--- src/rtl/tpg_arbiter.sv ---
`default_nettype none
// ============================================================================
// Module      : tpg_arbiter
// Description : Round-robin arbiter sharing one router ingress port among K
//               traffic generators. One grant per cycle into a registered
//               valid/ready output stage, with saturating per-requester
//               accepted-word counters.
// Revision    : 1.0 - initial release
// ============================================================================
module tpg_arbiter #(
    parameter int WIDTH     = 32,
    parameter int K         = 4,
    parameter int K_WIDTH   = $clog2(K),
    parameter int CNT_WIDTH = 16
) (
    input  logic                   clk,
    input  logic                   rst,
    input  logic                   enable,
    input  logic [K*WIDTH-1:0]     data_in,
    input  logic [K-1:0]           valid_in,
    output logic [K-1:0]           ready_out,
    output logic [WIDTH-1:0]       data_out,
    output logic                   valid_out,
    input  logic                   ready_in,
    output logic [K*CNT_WIDTH-1:0] grant_cnt,
    output logic [K_WIDTH-1:0]     last_grant
);

    // Output register occupancy
    localparam logic [0:0] EMPTY = 1'b0;
    localparam logic [0:0] FULL  = 1'b1;

    // Requester count and last index in pointer-compatible widths
    localparam logic [K_WIDTH:0]   K_EXT    = (K_WIDTH + 1)'(K);
    localparam logic [K_WIDTH-1:0] LAST_IDX = K_WIDTH'(K - 1);

    logic [0:0]         state;
    logic [0:0]         state_next;
    logic               load;
    logic               found;
    logic               grant;
    logic [K_WIDTH-1:0] ptr;
    logic [K_WIDTH-1:0] winner;
    logic [K_WIDTH:0]   cand;

    // The output register may take a new word when it is empty or being drained
    assign load  = enable & (~valid_out | ready_in);
    assign grant = load & found;

    // Round-robin search starting at ptr, wrapping from K-1 back to 0
    always_comb begin
        found  = 1'b0;
        winner = '0;
        cand   = '0;
        for (int off = 0; off < K; off++) begin
            cand = {1'b0, ptr} + (K_WIDTH + 1)'(off);
            if (cand >= K_EXT) begin
                cand = cand - K_EXT;
            end
            if (!found && valid_in[cand[K_WIDTH-1:0]]) begin
                found  = 1'b1;
                winner = cand[K_WIDTH-1:0];
            end
        end
    end

    // Occupancy state register
    always_ff @(posedge clk or posedge rst) begin
        if (rst) begin
            state <= EMPTY;
        end else begin
            state <= state_next;
        end
    end

    // A grant fills the register; otherwise an accepted word empties it
    always_comb begin
        state_next = state;
        if (grant) begin
            state_next = FULL;
        end else if (ready_in) begin
            state_next = EMPTY;
        end
    end

    // Occupancy flag and one-hot handshake back to the winning requester
    always_comb begin
        valid_out = (state == FULL);
        ready_out = '0;
        if (grant && !rst) begin
            ready_out[winner] = 1'b1;
        end
    end

    // Capture the winning word and advance the round-robin pointer
    always_ff @(posedge clk or posedge rst) begin
        if (rst) begin
            data_out   <= '0;
            ptr        <= '0;
            last_grant <= '0;
        end else if (grant) begin
            data_out   <= data_in[winner*WIDTH +: WIDTH];
            ptr        <= (winner == LAST_IDX) ? '0 : winner + 1'b1;
            last_grant <= winner;
        end
    end

    // Per-requester saturating counters of accepted words
    for (genvar i = 0; i < K; i++) begin : g_cnt
        logic [CNT_WIDTH-1:0] cnt;

        // Count grants to this requester, sticking at all-ones
        always_ff @(posedge clk or posedge rst) begin
            if (rst) begin
                cnt <= '0;
            end else if (grant && (winner == K_WIDTH'(i)) && (cnt != '1)) begin
                cnt <= cnt + 1'b1;
            end
        end

        assign grant_cnt[i*CNT_WIDTH +: CNT_WIDTH] = cnt;
    end

endmodule
`default_nettype wire

--- config.mk ---
export PLATFORM = sky130hd
export DESIGN_NAME = tpg_arbiter
export DESIGN_NICKNAME = d
export VERILOG_FILES = /design/src/rtl/tpg_arbiter.sv
export SDC_FILE = /design/constraint.sdc
export NUM_CORES = 1
export LEC_CHECK = 0
export CORE_MARGIN = 3
export CORE_UTILIZATION = 42
export DETAILED_ROUTE_END_ITERATION = 10
export PLACE_DENSITY = 0.77
export SLEW_MARGIN = 20
export SYNTH_ARGS = -nofsm -noshare
export SYNTH_HDL_FRONTEND = slang
export SYNTH_SLANG_ARGS = --single-unit
--- constraint.sdc ---
create_clock -name clk -period 3.9 [get_ports clk]
set_clock_uncertainty 0.2 [all_clocks]
set_input_delay 0.39 -clock clk [delete_from_list [all_inputs] [get_ports clk]]
set_output_delay 0.39 -clock clk [all_outputs]
set_load 0.05 [all_outputs]
==> impl_metrics.env, run 1 <==
export IMPL_stdcell_area_mm2=0.00827
export IMPL_crit_fanout=10
export IMPL_core_area_mm2=0.0123
export IMPL_maxSlewHeadroom=0.400
export IMPL_status="finished, final reports clean"
export IMPL_dieArea_mm2=0.0143
export IMPL_synthArstFlopShare=1.00
export IMPL_drtIter0Drc=310
export IMPL_synth_fp_nets=685
export IMPL_wl_mm=17.9
export IMPL_period_share=0.814
export IMPL_clock_latency_ps=350
export IMPL_worst_pin_slew_ps=893
export IMPL_synth_most_common_cell="dfrtp_1"
export IMPL_synth_ff_type="dfrtp_1"
export IMPL_place_inst=931
export IMPL_startpoint_type="input port"
export IMPL_critPathKind="input port to output port"
export IMPL_intPower_w=0.00266
export IMPL_timing_setup_tns_ps=0
export IMPL_p_clk_frac=0.203
export IMPL_cts_tree="done"
export IMPL_synth_distinct_cells=49
export IMPL_clockBufferDepth=2
export IMPL_die_h_um=119
export IMPL_num_rows=40
export IMPL_cap_violations=0
export IMPL_power_frac_seq=0.321
export IMPL_ir_drop_mv=0.474
export IMPL_p_sw_frac=0.436
export IMPL_setup_viol=0
export IMPL_start_util=0.439
export IMPL_whs_ps=242
export IMPL_fmax_mhz=315
export IMPL_fin_nets=916
export IMPL_num_io_pins=239
export IMPL_yosys_register_bits=101
export IMPL_grt_ovfl_total=0
export IMPL_hpwl_mm=13.4
export IMPL_layout_drive_gt1_share=0.0553
export IMPL_syn_to_final_growth_pct=53.0
export IMPL_grt_util_all_layers=0.252
export IMPL_final_cells=946
export IMPL_endpoint_kind="output port"
export IMPL_io_buffers=238
export IMPL_drtAntennaViolNets=0
export IMPL_power_total_w=0.00472
export IMPL_wl_per_cell_um=18.9
export IMPL_post_dp_cell_area_mm2=0.00795
export IMPL_drt_pass1_iterations=5
export IMPL_cts_setup_buffers=0
export IMPL_drcViolationCount=0
export IMPL_power_frac_comb=0.476
export IMPL_grt_antenna_before_repair=0
export IMPL_synth_avg_cell_area_um2=9.95
export IMPL_diodes=0
export IMPL_grt_pass1_vias=5183
export IMPL_synth_edf_count=0
export IMPL_p_leak_nw=3.54
export IMPL_synth_area_leaders="dfrtp_1 47%, nand2_1 6.6%, mux2i_1 6.5%"
export IMPL_synth_common_cells="101 x dfrtp_1, 95 x nand2_1, 37 x xor2_1"
export IMPL_cts_root_buf="clkbuf_16"
export IMPL_arrival_ps=2590
export IMPL_syn_inst=543
export IMPL_hold_buffers=0
export IMPL_cts_made_buffers=9
export IMPL_grt_max_degree=81
export IMPL_maxSlewViolCount=0
export IMPL_synth_area_leader_cell="dfrtp_1"
export IMPL_hold_class="input port to asynchronous set/reset pin"
export IMPL_cts_resized=0
export IMPL_yosys_area_top_type_share=0.468
export IMPL_power_density_mw_per_mm2=571
export IMPL_cp_required_ps=3310
export IMPL_path_clk_slew_ps=70
export IMPL_final_hold_violation_count=0
export IMPL_fin_crit_ps=3180
export IMPL_clock_sinks=101
export IMPL_vias=5160
export IMPL_htreeDepth=3
export IMPL_viasPerCell=5.45
export IMPL_grt_pass1_wl_mm=28.5
export IMPL_die_x_um=119
export IMPL_synth_area_mm2=0.00540
export IMPL_yosysSeqAreaShare=0.468
export IMPL_gp_congestion=0.873
export IMPL_rsz0062_at_grt="false"
export IMPL_p_switching_w=0.00206
export IMPL_reg2reg_slack_ps=1140
export IMPL_yosysWarnings=0
worst max-delay path: stages:
cell and delay [ps]:
clkdlybuf4s50_1 510, or4_1 620, nand3_2 240, nor3_1 90, clkdlybuf4s50_1 730
metrics by stage:
stage / worst slack (ps) / utilization
after CTS: 714 / 0.671
after detailed placement: 566 / 0.646
final: 725 / 0.671
after floorplan: 72.7 / -
after global routing: 529 / 0.671
after global placement: 738 / 0.646
sequential cells by signal, summed over array words and instances, names as in the netlist:
| name | count |
|---|---|
| valid_out | 1 |
| ptr | 2 |
| data_out | 32 |
| g_cnt.cnt | 64 |
| last_grant | 2 |
cell usage in the layout, fill, tap and decap left out, types with 18 or more instances in the layout:
| master | Yosys | layout |
|---|---|---|
| nand3_1 | 26 | 26 |
| dfrtp_1 | 101 | 101 |
| xor2_1 | 37 | 37 |
| clkdlybuf4s50_1 | 0 | 235 |
| nand2_1 | 95 | 95 |
| nor3_1 | 21 | 20 |
| a31oi_1 | 31 | 31 |
| xnor2_1 | 18 | 18 |
| o2bb2ai_1 | 32 | 32 |
| mux2i_1 | 35 | 35 |
layer usage:
metal | GRT usage | vias to the layer above | wire (um)
met4 | 0.0838 | 0 | 312
met3 | 0.0603 | 17 | 1200
met1 | 0.307 | 2535 | 7210
met2 | 0.438 | 188 | 9130
li1 | - | 2420 | -
met5 | 0 | - | 0
final timing paths:
| check | startpoint | endpoint | depth (start not counted) |
|---|---|---|---|
| setup reg to reg | ptr[1] | g_cnt[3].cnt[13] | 8 |
| max in group asynchronous | rst | valid_out | 3 |
| hold reg to reg | last_grant[1] | last_grant[1] | 1 |
| min in group clk | last_grant[1] | last_grant[1] | 1 |
| setup / recovery | valid_in[2] | ready_out[0] | 5 |
| hold / removal | rst | g_cnt[2].cnt[2] | 2 |
cell type report:
type                            count  area (um2)
Fill cell                        1002        4050
Multi-Input combinational cell    405        2700
Sequential cell                   101        2530
Timing Repair Buffer              246        2480
Clock buffer                       10         229
Tap cell                          168         210
Clock inverter                      5        85.1
Inverter                           11        43.8
cells by family after synthesis:
family                     after synthesis  synth area share
xor gates and xnor gates                55            0.0892
muxes                                   41            0.0774
AOI/OAI and AO/OA                       79             0.112
buffers and inverters                   37            0.0347
DFF                                    101             0.468
and+or+nand+nor                        224             0.205
adders and majority gates                6            0.0139
power groups by stage:
stage	sequential [W]	combinational [W]	clock, W
floorplan	0.00229	0.000659	0
global placement	0.00152	0.00222	0
detailed placement	0.00153	0.00226	0
CTS	0.00152	0.00226	0.000977
global route	0.00155	0.00237	0.00102
finish	0.00151	0.00225	0.000961
No activity file was read; power rests on OpenSTA's default activity.
==> inputs of run 2 (changes only) <==
Clock period 3.9 ns to 3.1 ns, I/O delays scaled along.
==> run 2 against run 1 <==
Clock power increased by 9%. Sequential power up 26%. Cell count is 0.95% higher. Via count is 0.14% lower. Largest cell class unchanged. Register-to-register slack worse by 790 ps. Routed wire length decreased by 1.9%. Critical path depth up 5. Flip-flop and latch count stayed put. Count of clock-buffer cells in the layout is 3 higher. Non-clock buffer count is 8 higher. Worst hold slack better by 52 ps. Combinational power increased by 28%.
==> impl_metrics.env, run 2 (synthesized netlist as in run 1, its figures left out) <==
export IMPL_status="finished, final reports clean"
export IMPL_place_inst=939
export IMPL_die_h_um=119
export IMPL_endpoint_kind="flip-flop"
export IMPL_crit_path_end="g_cnt[2].cnt[11]"
export IMPL_cp_required_ps=3160
export IMPL_cts_resized=0
export IMPL_arrival_ps=2890
export IMPL_r2r_cells=9
export IMPL_grt_pass1_wl_mm=28.0
export IMPL_grt_max_degree=66
export IMPL_clock_sinks=101
export IMPL_layout_drive_gt1_share=0.0661
export IMPL_largest_register_ffs=64
export IMPL_grt_pass1_vias=5265
export IMPL_start_util=0.439
export IMPL_cts_tree="done"
export IMPL_post_dp_cell_area_mm2=0.00803
export IMPL_timing_setup_tns_ps=0
export IMPL_syn_to_final_growth_pct=53.6
export IMPL_critPathKind="input port to flip-flop"
export IMPL_grt_ovfl_total=0
export IMPL_reg_largest_list="g_cnt.cnt (64), data_out (32)"
export IMPL_viasPerCell=5.40
export IMPL_drcViolationCount=0
export IMPL_io_buffers=238
export IMPL_final_hold_violation_count=0
export IMPL_startpoint_type="input port"
export IMPL_diodes=0
export IMPL_grt_util_all_layers=0.245
export IMPL_clockBufferDepth=2
export IMPL_reg2reg_to="g_cnt[2].cnt[11]"
export IMPL_hold_class="flip-flop to flip-flop"
export IMPL_cts_setup_buffers=0
export IMPL_hpwl_mm=13.2
export IMPL_p_leak_nw=3.56
export IMPL_path_clk_slew_ps=70
export IMPL_final_cells=955
export IMPL_drt_pass1_iterations=4
export IMPL_stdcell_area_mm2=0.00830
export IMPL_power_density_mw_per_mm2=702
export IMPL_hold_buffers=0
export IMPL_htreeDepth=3
export IMPL_reg2reg_slack_ps=350
export IMPL_drtAntennaViolNets=0
export IMPL_cts_made_buffers=9
export IMPL_grt_antenna_before_repair=0
export IMPL_setup_viol=0
export IMPL_crit_start="valid_in[2]"
export IMPL_cap_violations=0
export IMPL_worst_r2r_startpoint="ptr[1]"
export IMPL_period_share=0.913
export IMPL_fin_crit_ps=2830
export IMPL_cts_root_buf="clkbuf_16"
export IMPL_dieArea_mm2=0.0143
export IMPL_num_io_pins=239
export IMPL_final_cell_mix="234 x clkdlybuf4s50_1, 101 x dfrtp_1, 95 x nand2_1"
export IMPL_maxSlewHeadroom=0.441
export IMPL_fmax_mhz=353
export IMPL_clock_latency_ps=340
export IMPL_num_rows=40
export IMPL_fillCellCount=984
export IMPL_wl_mm=17.5
export IMPL_whs_ps=294
export IMPL_fin_nets=924
export IMPL_die_x_um=119
export IMPL_regMostFlops="g_cnt.cnt"
export IMPL_maxSlewViolCount=0
export IMPL_core_area_mm2=0.0123
export IMPL_drtIter0Drc=314
export IMPL_gp_congestion=0.880
export IMPL_rsz0062_at_grt="false"
export IMPL_wl_per_cell_um=18.3
export IMPL_crit_fanout=8
export IMPL_ir_drop_mv=0.622
export IMPL_vias=5153
export IMPL_worst_pin_slew_ps=831
export IMPL_final_common_cell="clkdlybuf4s50_1"
==> run 2: changes by cell type in the layout (fill, tap and decap cells not counted), sizes merged <==
cell | before | now
clkinvlp | 1 | 2
clkbuf | 10 | 13
clkinv | 1 | 2
clkdlybuf4s50 | 235 | 234
bufinv | 2 | 0
inv | 12 | 10
buf | 11 | 20
==> run 2: layer usage <==
layer	part of all wire	vias up	global-route usage
met5	0	-	0
met3	0.073	32	0.0655
met4	0.027	0	0.0802
met2	0.50	185	0.426
met1	0.40	2497	0.295
li1	-	2439	-
==> run 2: final cells by class <==
| cell class | instances | area, um2 | area share |
|---|---|---|---|
| Tap cell | 168 | 210 | 0.0253 |
| Multi-Input combinational cell | 405 | 2700 | 0.326 |
| Timing Repair Buffer | 254 | 2540 | 0.306 |
| Sequential cell | 101 | 2530 | 0.305 |
| Inverter | 11 | 45.0 | 0.00543 |
| Clock buffer | 13 | 250 | 0.0302 |
| Clock inverter | 3 | 21.3 | 0.00256 |
==> run 2: how the worst min path moves through the flow <==
stage,start,endpoint,slack [ps],depth (start not counted)
after global routing,last_grant[0],last_grant[0],320,2
after detailed placement,last_grant[0],last_grant[0],280,2
after global placement,last_grant[0],last_grant[0],260,2
after floorplan,data_in[42],data_out[10],260,2
final,g_cnt[1].cnt[5],g_cnt[1].cnt[5],290,1
after CTS,g_cnt[1].cnt[5],g_cnt[1].cnt[5],290,1
==> run 2: worst max-delay path: stages <==
cell and delay, ps:
clkdlybuf4s50_1 600, or3b_1 390, o221a_2 170, inv_2 100, ha_1 210, nand4_1 110, nor4b_1 300, o31ai_1 260
nor3_1 260, xor2_1 180
==> run 2: report_power, final <==
part           internal, W  leakage (nW)  switching, W
logic              0.00106          2.19       0.00181
registers          0.00162          1.25      0.000292
clock network     0.000568         0.130      0.000482
==> run 2: stage by stage <==
step            util  setup slack (ps)  total power (W)
6_report       0.674               271          0.00582
5_1_grt        0.674               125          0.00610
3_5_place_dp   0.652             -46.6          0.00480
3_3_place_gp   0.652               134          0.00475
4_1_cts        0.674               317          0.00587
2_1_floorplan      -               122          0.00371
==> inputs of run 3 (changes only) <==
==> constraint.sdc (replaced) <==
create_clock -name clk -period 3.1 [get_ports clk]
set_clock_uncertainty 0.2 [all_clocks]
set_input_delay 0.31 -clock clk [delete_from_list [all_inputs] [get_ports clk]]
set_output_delay 0.31 -clock clk [all_outputs]
set_load 0.1 [all_outputs]
==> run 3 against run 2 <==
Count of clock-buffer cells in the layout is 1 higher. Global-route usage increased by 0.32 points. Setup slack improved by 16 ps. Worst hold slack worse by 9.7 ps. Critical path depth shrank 3. Largest power group unchanged. Combinational power is 36% higher. Sequential share of layout area is 0.89 points higher.
==> impl_metrics.env, run 3 (synthesized netlist as in run 1, its figures left out) <==
export IMPL_num_rows=40
export IMPL_p_leak_nw=3.69
export IMPL_grt_ovfl_total=0
export IMPL_final_hold_violation_count=0
export IMPL_grt_antenna_before_repair=0
export IMPL_hold_buffers=0
export IMPL_cp_required_ps=2590
export IMPL_cts_made_buffers=9
export IMPL_clock_sinks=101
export IMPL_fmax_mhz=355
export IMPL_utilization=0.655
export IMPL_grt_pass1_wl_mm=28.2
export IMPL_syn_to_final_growth_pct=49.3
export IMPL_viasPerCell=5.40
export IMPL_cap_violations=0
export IMPL_htreeDepth=3
export IMPL_grt_pass1_vias=5296
export IMPL_largest_register_ffs=64
export IMPL_hpwl_mm=13.4
export IMPL_regMostFlops="g_cnt.cnt"
export IMPL_die_h_um=119
export IMPL_setup_viol=0
export IMPL_clockBufferDepth=2
export IMPL_die_x_um=119
export IMPL_arrival_ps=2300
export IMPL_io_buffers=238
export IMPL_cts_tree="done"
export IMPL_cts_root_buf="clkbuf_16"
export IMPL_drt_pass1_iterations=4
export IMPL_maxSlewViolCount=0
export IMPL_vias=5139
export IMPL_diodes=0
export IMPL_cts_setup_buffers=0
export IMPL_num_io_pins=239
export IMPL_post_dp_cell_area_mm2=0.00778
export IMPL_reg_largest_list="g_cnt.cnt (64), data_out (32)"
export IMPL_cts_resized=0
export IMPL_status="finished, final reports clean"
export IMPL_drtIter0Drc=282
export IMPL_path_clk_slew_ps=60
export IMPL_drtAntennaViolNets=0
export IMPL_critPathKind="input port to output port"
export IMPL_layout_drive_gt1_share=0.194
export IMPL_crit_fanout=65
export IMPL_r2r_cells=9
export IMPL_drcViolationCount=0
export IMPL_fin_crit_ps=2810
export IMPL_grt_util_all_layers=0.248
export IMPL_power_total_w=0.00688
export IMPL_grt_max_degree=66
export IMPL_startpoint_type="input port"
export IMPL_fin_nets=922
export IMPL_power_density_mw_per_mm2=853
export IMPL_hold_path_depth=1
export IMPL_final_cell_mix="135 x clkdlybuf4s50_1, 112 x buf_4, 101 x dfrtp_1"
export IMPL_ir_drop_mv=0.781
export IMPL_clock_latency_ps=350
export IMPL_rsz0062_at_grt="false"
export IMPL_wl_per_cell_um=18.7
export IMPL_period_share=0.907
export IMPL_gp_congestion=0.922
export IMPL_endpoint_kind="output port"
export IMPL_wl_mm=17.8
export IMPL_hold_class="flip-flop to flip-flop"
export IMPL_maxSlewHeadroom=0.413
export IMPL_final_common_cell="clkdlybuf4s50_1"
export IMPL_core_area_mm2=0.0123
export IMPL_dieArea_mm2=0.0143
export IMPL_stdcell_area_mm2=0.00806
export IMPL_start_util=0.439
export IMPL_worst_pin_slew_ps=872
export IMPL_fillCellCount=982
run 3: cell types whose count changed in the layout (fill, tap and decap cells not counted), sizes merged:
cell	change
buf	+97
clkbuf	+1
clkdlybuf4s50	-99
clkinv	-1
clkinvlp	-1
run 3: power by group:
group	internal (W)	leakage, nW	total, W	switching [W]
Clock	0.000606	0.139	0.00108	0.000475
Sequential	0.00162	1.25	0.00191	0.000297
Combinational	0.000946	2.30	0.00389	0.00294
Total	0.00317	3.69	0.00688	0.00371
run 3: worst paths after layout:
kind                                    endpoint  slack (ps)     startpoint
worst max-delay path                ready_out[1]         290    valid_in[1]
worst min-delay path               last_grant[1]         280  last_grant[1]
worst max register to register  g_cnt[2].cnt[11]         440         ptr[1]
worst min register to register     last_grant[1]         280  last_grant[1]
max in group asynchronous           data_out[11]        1740            rst
min in group asynchronous        g_cnt[2].cnt[1]         480            rst
run 3: critical path, stage by stage:
cell             delay (ps)
clkdlybuf4s50_1         570
a21boi_0                270
o221a_2                 280
inv_2                    60
buf_12                  220
nor4_2                  360
buf_12                  220
run 3: through the flow:
step / worst slack (ps) / cells / TNS, ps / hold slack (ps)
3_3_place_gp: 143 / 937 / 0 / 265
3_5_place_dp: -11.6 / 937 / -11.6 / 270
4_1_cts: 270 / 952 / 0 / 289
5_1_grt: 175 / 952 / 0 / 313
2_1_floorplan: -542 / 543 / -542 / 256
6_report: 287 / 952 / 0 / 284
run 3: cell type report:
cell class              instances  area [um2]  share of cell area
repair buffers                252        2290               0.284
clock inverters                 1        5.00            0.000621
flip-flops and latches        101        2530               0.313
inverters                      11        45.0             0.00559
multi-input cells             405        2710               0.336
well taps                     168         210              0.0261
clock buffers                  14         274              0.0340
run 3: routing by layer:
layer | track usage | vias up | wire, um
met2 | 0.433 | 185 | 8990
met3 | 0.0826 | 29 | 1320
met1 | 0.291 | 2484 | 7050
met4 | 0.0723 | 0 | 399
met5 | 0 | - | 0
li1 | - | 2441 | -
